===== src/rtl/uart_pkg.sv =====
// -----------------------------------------------------------------------------
// uart_pkg
// Definitions shared by the UART transmitter and receiver: the frame FSM
// state encoding, the data width and the default bit-time divider.
// -----------------------------------------------------------------------------
package uart_pkg;

   // Payload bits per frame.
   localparam int DATA_BITS       = 8;
   localparam int BIT_IDX_W       = $clog2(DATA_BITS);

   // 50 MHz clock / 115200 baud, rounded.
   localparam int DEFAULT_CLK_DIV = 434;

   // Frame sequencer states. PARITY is always part of the encoding so that
   // both parity builds share one state type; it is simply never entered
   // when parity is compiled out.
   typedef enum logic [2:0] {
      ST_IDLE   = 3'd0,
      ST_START  = 3'd1,
      ST_DATA   = 3'd2,
      ST_PARITY = 3'd3,
      ST_STOP   = 3'd4
   } uart_state_e;

endpackage : uart_pkg


===== src/rtl/uart_tx_bit_timer.sv =====
// -----------------------------------------------------------------------------
// uart_tx_bit_timer
// Counts CLK_DIV clock cycles per bit time and flags the last cycle of each
// bit with a one-cycle terminal pulse. The count wraps on that pulse, so
// consecutive bit times follow each other with no gap.
//
// Ports
//   clk      in   clock, rising edge
//   resetN   in   asynchronous active-low reset
//   en_i     in   count while high; hold (and suppress tick_o) while low
//   clear_i  in   restart the bit time at zero on the next edge
//   tick_o   out  high during the final cycle of a bit time
// -----------------------------------------------------------------------------
module uart_tx_bit_timer #(
   parameter int CLK_DIV = 434
) (
   input  logic clk,
   input  logic resetN,
   input  logic en_i,
   input  logic clear_i,
   output logic tick_o
);

   localparam int              CNT_W = $clog2(CLK_DIV);
   localparam logic [CNT_W-1:0] LAST  = CNT_W'(CLK_DIV - 1);

   logic [CNT_W-1:0] cnt_q, cnt_d;

   assign tick_o = en_i && (cnt_q == LAST);

   always_comb begin
      // NOTE: every combinational output gets a default first so no path
      // leaves it unassigned, which would otherwise infer a latch.
      cnt_d = cnt_q;
      if (clear_i || tick_o) begin
         cnt_d = '0;
      end else if (en_i) begin
         cnt_d = cnt_q + CNT_W'(1);
      end
   end

   always_ff @(posedge clk or negedge resetN) begin
      if (!resetN) begin
         cnt_q <= '0;
      end else begin
         // NOTE: sequential state is updated with non-blocking assignments
         // so every register samples the pre-edge values of the others.
         cnt_q <= cnt_d;
      end
   end

endmodule : uart_tx_bit_timer


===== src/rtl/uart_transmitter.sv =====
// -----------------------------------------------------------------------------
// uart_transmitter
// 8-bit UART transmitter: start bit, eight data bits LSB first, optional
// parity bit, one stop bit. Each bit lasts CLK_DIV clock cycles.
//
// Build option: define UART_TX_PARITY_EN to insert the parity bit
// (11-bit frame). Without it the frame is 10 bits and parity_out is 0.
//
// Parameters
//   CLK_DIV     clock cycles per bit time, 2..65535
//   ODD_PARITY  0 = even parity, 1 = odd parity
//
// Ports
//   clk         in   clock, rising edge
//   resetN      in   asynchronous active-low reset, aborts any frame
//   data_in     in   byte to send, sampled only when a frame is accepted
//   start       in   send request, accepted when the transmitter is free
//   tx          out  serial line, idle high, registered
//   busy        out  high from the acceptance edge to the end of the stop bit
//   parity_out  out  parity bit of the byte currently or last sent
// -----------------------------------------------------------------------------
module uart_transmitter
   import uart_pkg::*;
#(
   parameter int CLK_DIV    = DEFAULT_CLK_DIV,
   parameter int ODD_PARITY = 0
) (
   input  logic                 clk,
   input  logic                 resetN,
   input  logic [DATA_BITS-1:0] data_in,
   input  logic                 start,
   output logic                 tx,
   output logic                 busy,
   output logic                 parity_out
);

   localparam logic [BIT_IDX_W-1:0] LAST_BIT = BIT_IDX_W'(DATA_BITS - 1);

   uart_state_e            state_q, state_d;
   logic [DATA_BITS-1:0]   shift_q, shift_d;
   logic [BIT_IDX_W-1:0]   bit_idx_q, bit_idx_d;
   logic                   tx_q, tx_d;
   logic                   bit_tick;
   logic                   accept;

   assign busy = (state_q != ST_IDLE);
   assign tx   = tx_q;

   // A request is taken when idle, and also on the last cycle of the stop
   // bit so that a held start produces back-to-back frames with no gap.
   assign accept = start && ((state_q == ST_IDLE) ||
                             ((state_q == ST_STOP) && bit_tick));

   uart_tx_bit_timer #(
      .CLK_DIV (CLK_DIV)
   ) u_bit_timer (
      .clk     (clk),
      .resetN  (resetN),
      .en_i    (busy),
      .clear_i (accept),
      .tick_o  (bit_tick)
   );

   // ---------------------------------------------------------------------
   // FSM: state register
   // ---------------------------------------------------------------------
   always_ff @(posedge clk or negedge resetN) begin
      if (!resetN) begin
         state_q <= ST_IDLE;
      end else begin
         state_q <= state_d;
      end
   end

   // ---------------------------------------------------------------------
   // FSM: next state
   // ---------------------------------------------------------------------
   always_comb begin
      state_d = state_q;
      unique case (state_q)
         ST_IDLE: begin
            if (accept) state_d = ST_START;
         end
         ST_START: begin
            if (bit_tick) state_d = ST_DATA;
         end
         ST_DATA: begin
            if (bit_tick && (bit_idx_q == LAST_BIT)) begin
`ifdef UART_TX_PARITY_EN
               state_d = ST_PARITY;
`else
               state_d = ST_STOP;
`endif
            end
         end
         ST_PARITY: begin
            if (bit_tick) state_d = ST_STOP;
         end
         ST_STOP: begin
            if (bit_tick) state_d = accept ? ST_START : ST_IDLE;
         end
         default: state_d = ST_IDLE;
      endcase
   end

   // ---------------------------------------------------------------------
   // FSM: outputs. tx is registered from the current state, so the line
   // follows the state by one cycle and is free of decode glitches.
   // ---------------------------------------------------------------------
   always_comb begin
      tx_d = 1'b1;
      unique case (state_q)
         ST_START:  tx_d = 1'b0;
         ST_DATA:   tx_d = shift_q[0];
         ST_PARITY: tx_d = parity_out;
         default:   tx_d = 1'b1;
      endcase
   end

   // ---------------------------------------------------------------------
   // Datapath: shift register and bit index
   // ---------------------------------------------------------------------
   always_comb begin
      shift_d   = shift_q;
      bit_idx_d = bit_idx_q;
      if (accept) begin
         shift_d   = data_in;
         bit_idx_d = '0;
      end else if ((state_q == ST_DATA) && bit_tick) begin
         shift_d = shift_q >> 1;
         // Saturates on the last bit; the next acceptance restarts it.
         if (bit_idx_q != LAST_BIT) begin
            bit_idx_d = bit_idx_q + BIT_IDX_W'(1);
         end
      end
   end

   always_ff @(posedge clk or negedge resetN) begin
      if (!resetN) begin
         // NOTE: the shift register is a plain register, not a memory
         // array, so it can and does take the asynchronous reset.
         shift_q   <= '0;
         bit_idx_q <= '0;
         tx_q      <= 1'b1;
      end else begin
         shift_q   <= shift_d;
         bit_idx_q <= bit_idx_d;
         tx_q      <= tx_d;
      end
   end

   // ---------------------------------------------------------------------
   // Parity: computed once from the accepted byte and held until the next
   // acceptance.
   // ---------------------------------------------------------------------
`ifdef UART_TX_PARITY_EN
   localparam logic ODD_BIT = (ODD_PARITY != 0);

   logic parity_q, parity_d;

   always_comb begin
      parity_d = parity_q;
      if (accept) begin
         parity_d = (^data_in) ^ ODD_BIT;
      end
   end

   always_ff @(posedge clk or negedge resetN) begin
      if (!resetN) begin
         parity_q <= 1'b0;
      end else begin
         parity_q <= parity_d;
      end
   end

   assign parity_out = parity_q;
`else
   assign parity_out = 1'b0;
`endif

endmodule : uart_transmitter

===== config.mk =====
export PLATFORM = sky130hd
export DESIGN_NAME = uart_transmitter
export DESIGN_NICKNAME = d
export VERILOG_FILES = /design/src/rtl/uart_pkg.sv /design/src/rtl/uart_tx_bit_timer.sv /design/src/rtl/uart_transmitter.sv
export SDC_FILE = /design/constraint.sdc
export NUM_CORES = 1
export LEC_CHECK = 0
export ABC_AREA = 1
export BUFFER_PORTS_ARGS = -buffer_cell sky130_fd_sc_hd__buf_4
export CORE_MARGIN = 2
export CORE_UTILIZATION = 55
export CTS_CLUSTER_DIAMETER = 100
export DETAILED_ROUTE_END_ITERATION = 8
export PLACE_DENSITY = 0.79
export SLEW_MARGIN = 20
export SYNTH_ARGS = -nofsm -noshare
export SYNTH_HDL_FRONTEND = slang
export SYNTH_SLANG_ARGS = --single-unit

===== constraint.sdc =====
create_clock -name clk -period 1.55 [get_ports clk]
set_input_delay 0.31 -clock clk [delete_from_list [all_inputs] [get_ports clk]]
set_output_delay 0.31 -clock clk [all_outputs]
set_load 0.005 [all_outputs]

==> summary.txt <==
Outcome
  • Outcome: finished clean

Global routing
  • Largest net degree at the start of global routing: 25
  • Vias in the first global route: 1,279
  • Total GRT Usage: 21.4%
  • GRT overflow: 0
  • First-pass GRT wire length: 5440 µm
  • Antenna violations before repair: 0

Timing
  • Max Slew Vio Count: 0
  • Setup violations, final: 0
  • Final hold violation count: 0
  • Max Clock Freq: 0.648 GHz
  • Min Tclk post-route: 1.54 ns
  • Skew final: 0.00337 ns
  • Fin crit share: 99.5%

Floorplan
  • Die Area: 0.00320 mm²
  • Die height: 56.6 µm
  • Initial core utilization: 56.5%
  • Core area: 0.00269 mm²
  • IO Pins: 14
  • Die W: 56.6 µm
  • Rows: 19

Drt
  • Final wirelength: 3240 µm
  • Vias per cell: 5.43
  • DR WL met2: 1700 µm
  • WL/cell: 12.6 µm
  • Iter 0 DRT Violations: 54
  • Post-route ant nets: 0
  • Met1 WL: 1350 µm
  • Drt pass-1 iters: 4
  • Vias: 1,391
  • Drt drc: 0
  • Top Layer Used: met4
  • Met3 routed WL: 130 µm

Final layout
  • Area of the multi-input gates: 795 µm²
  • Non-filler instance count after layout: 256
  • Share of layout cells above drive strength 1: 28.9%
  • Storage cell area: 602 µm²
  • Final design utilization: 68.1%
  • Post-route design area: 0.00183 mm²
  • Final nets: 241
  • Antenna cells: 0
  • Area grow syn2layout: 20.4%
  • Fillers: 219

Setup path
  • CP arrival: 1.75 ns
  • R2R cell count: 9
  • Crit path cell chain: inv_2, ha_1, nand2_1, inv_2, nand3_1, nand2_4, nand2_4, nand3b_1, nand2_1
  • CP required: 1.76 ns
  • R2r setup slk: 0.007 ns
  • Critical path endpoint: bit_idx_q[0]
  • CP max-delay cell: dfrtp_1
  • Critical Path Source: u_bit_timer.cnt_q[1]
  • Critical Path Max Stage Delay: 0.43 ns
  • Critical path capture point type: flip-flop
  • Crit Path Class: flip-flop to flip-flop
  • R2R Path End: bit_idx_q[0]
  • RR Startpoint: u_bit_timer.cnt_q[1]
  • CP Launch Type: flip-flop
  • Critical Path Fanout Max: 19

Run
  • Max cap viols: 0

Synthesis
  • FF+latch count, synth: 24
  • Top-area cell type share of the netlist area: 37.9%
  • Dominant cell type by area after synthesis: dfrtp_1
  • Yosys Warn Count: 0
  • Sequential area share after synthesis: 39.6%
  • Mapped cell area: 0.00152 mm²
  • Avg Inst Size Synth: 7.91 µm²
  • Nets in the synthesized netlist: 207
  • EDFF count, synth: 0
  • Async SR Flop Fraction: 100%
  • Synth Flop Type: dfrtp_1
  • Unique masters post-synth: 26
  • Area contributors post-synth: dfrtp_1 38%, nand2_1 13%, nand3_1 8.2%
  • Cells after synthesis: 192

Placed design
  • Placed Cells incl. Taps: 233
  • Post-DP Area: 0.00163 mm²
  • PortBufs: 12
  • Dpl hpwl: 2160 µm
  • Placer Congestion: 0.863

Clock network
  • Cts bufs inserted: 3
  • TritonCTS clock tree: yes
  • Reg clk slew, reported paths: 0.13 ns
  • Clock Sinks: 24
  • Clk_lat worst skew: 0.31 ns
  • H-tree depth: 1
  • Bufs on Longest Clock Path: 2
  • Root Driver: clkbuf_4

Pwr
  • Gate power share: 51.9%
  • Sequential cell fraction of total power: 36.1%
  • NetSw: 1140 µW
  • Clock power frac: 12.0%
  • Total power: 2710 µW
  • Sw Share: 42.0%
  • Pleak: 0.000989 µW
  • Max VDD drop: 1.10 mV
  • P_int: 1580 µW
  • P per Cell Area: 1480 mW/mm²

Worst hold path
  • Hold Crit Class: input port to flip-flop
per-stage QoR:
step,setup WS (ns),TNS (ns),hold WS (ns)
after global placement,0.0777,0,0.224
after CTS,0.0179,0,0.211
after global routing,-0.0643,-0.569,0.241
after detailed placement,0.0195,0,0.230
final,0.00717,0,0.222
after floorplan,0.173,0,0.0144
power by group through the flow:
| stage | clock network, µW | logic [µW] | registers [µW] |
|---|---|---|---|
| finish | 326 | 1410 | 978 |
| floorplan | 0 | 888 | 973 |
| detailed placement | 0 | 1110 | 993 |
| global route | 365 | 1560 | 1000 |
| global placement | 0 | 1080 | 989 |
| CTS | 342 | 1310 | 970 |
state kept, by name (all words and copies together), names as in the netlist:
register and cells:
u_bit_timer.cnt_q 9, shift_q 8, bit_idx_q 3, state_q 3
tx 1
worst max-delay path, delay by kind of cell, from the launching register on:
family / cells / cell delay (ns)
flops: 1 / 0.43
fa+ha+maj: 1 / 0.14
buf+inv: 2 / 0.16
simple gates: 6 / 0.70
what timing repair did:
action | CTS | global route
resized for setup | 0 | 5
setup endpoints to repair | 3 | 22
hold buffers | 1 | 0
endpoints found under the hold margin | 23 | 0
pin swaps | 3 | 2
buffers inserted | 7 | 11
cell usage after synthesis, types with 2 or more instances:
cell type   n
inv_2       5
nand4_1     7
nand2_1    52
nand3_1    25
nor3_1      4
nand2_4     5
a21oi_1     2
nand3_2     2
buf_6       2
nor2_4      3
o21ai_0     4
o22ai_1     2
nand2_2     5
dfrtp_1    23
ha_1        4
inv_1      18
nand3b_1    7
nor2_8      2
o21ai_1     2
nor2_1     12
how the worst min path moves through the flow:
| stage | depth (start not counted) | to | startpoint |
|---|---|---|---|
| 6_report | 3 | shift_q[7] | data_in[7] |
| 5_1_grt | 3 | shift_q[7] | data_in[7] |
| 4_1_cts | 3 | shift_q[7] | data_in[7] |
| 3_5_place_dp | 1 | u_bit_timer.cnt_q[4] | resetN |
| 3_3_place_gp | 1 | u_bit_timer.cnt_q[4] | resetN |
| 2_1_floorplan | 0 | bit_idx_q[0] | resetN |
cell families after synthesis:
logic type	share of synthesized area, %
adder cells (fa/ha/maj)	3.30
other	0.247
flip-flops	39.6
buffers and inverters	8.40
AO/OA/AOI/OAI	3.46
AND/OR/NAND/NOR	45.0
cell usage in the layout, fill, tap and decap left out, types with 5 or more instances in the layout:
cell type / instances
nand3b_1: 7
nand2_4: 5
nor2_1: 11
nand2_1: 51
inv_2: 6
nand3_1: 25
dfrtp_1: 23
inv_1: 16
buf_4: 31
nand2_2: 6
nand4_1: 7
metal layers:
metal	global-route usage (%)	vias to the layer above
met4	7.82	0
met2	37.0	35
met5	0	-
li1	-	685
met3	3.69	6
met1	26.6	665
area by class of cell:
cell class	count	share of cell area, %
clock buffer	4	1.98
inverter	24	5.20
tap	31	2.12
timing repair buffer	33	14.4
multi-input combinational	140	43.4
sequential	24	32.9
Note: power is estimated with default switching activity, not from simulation.
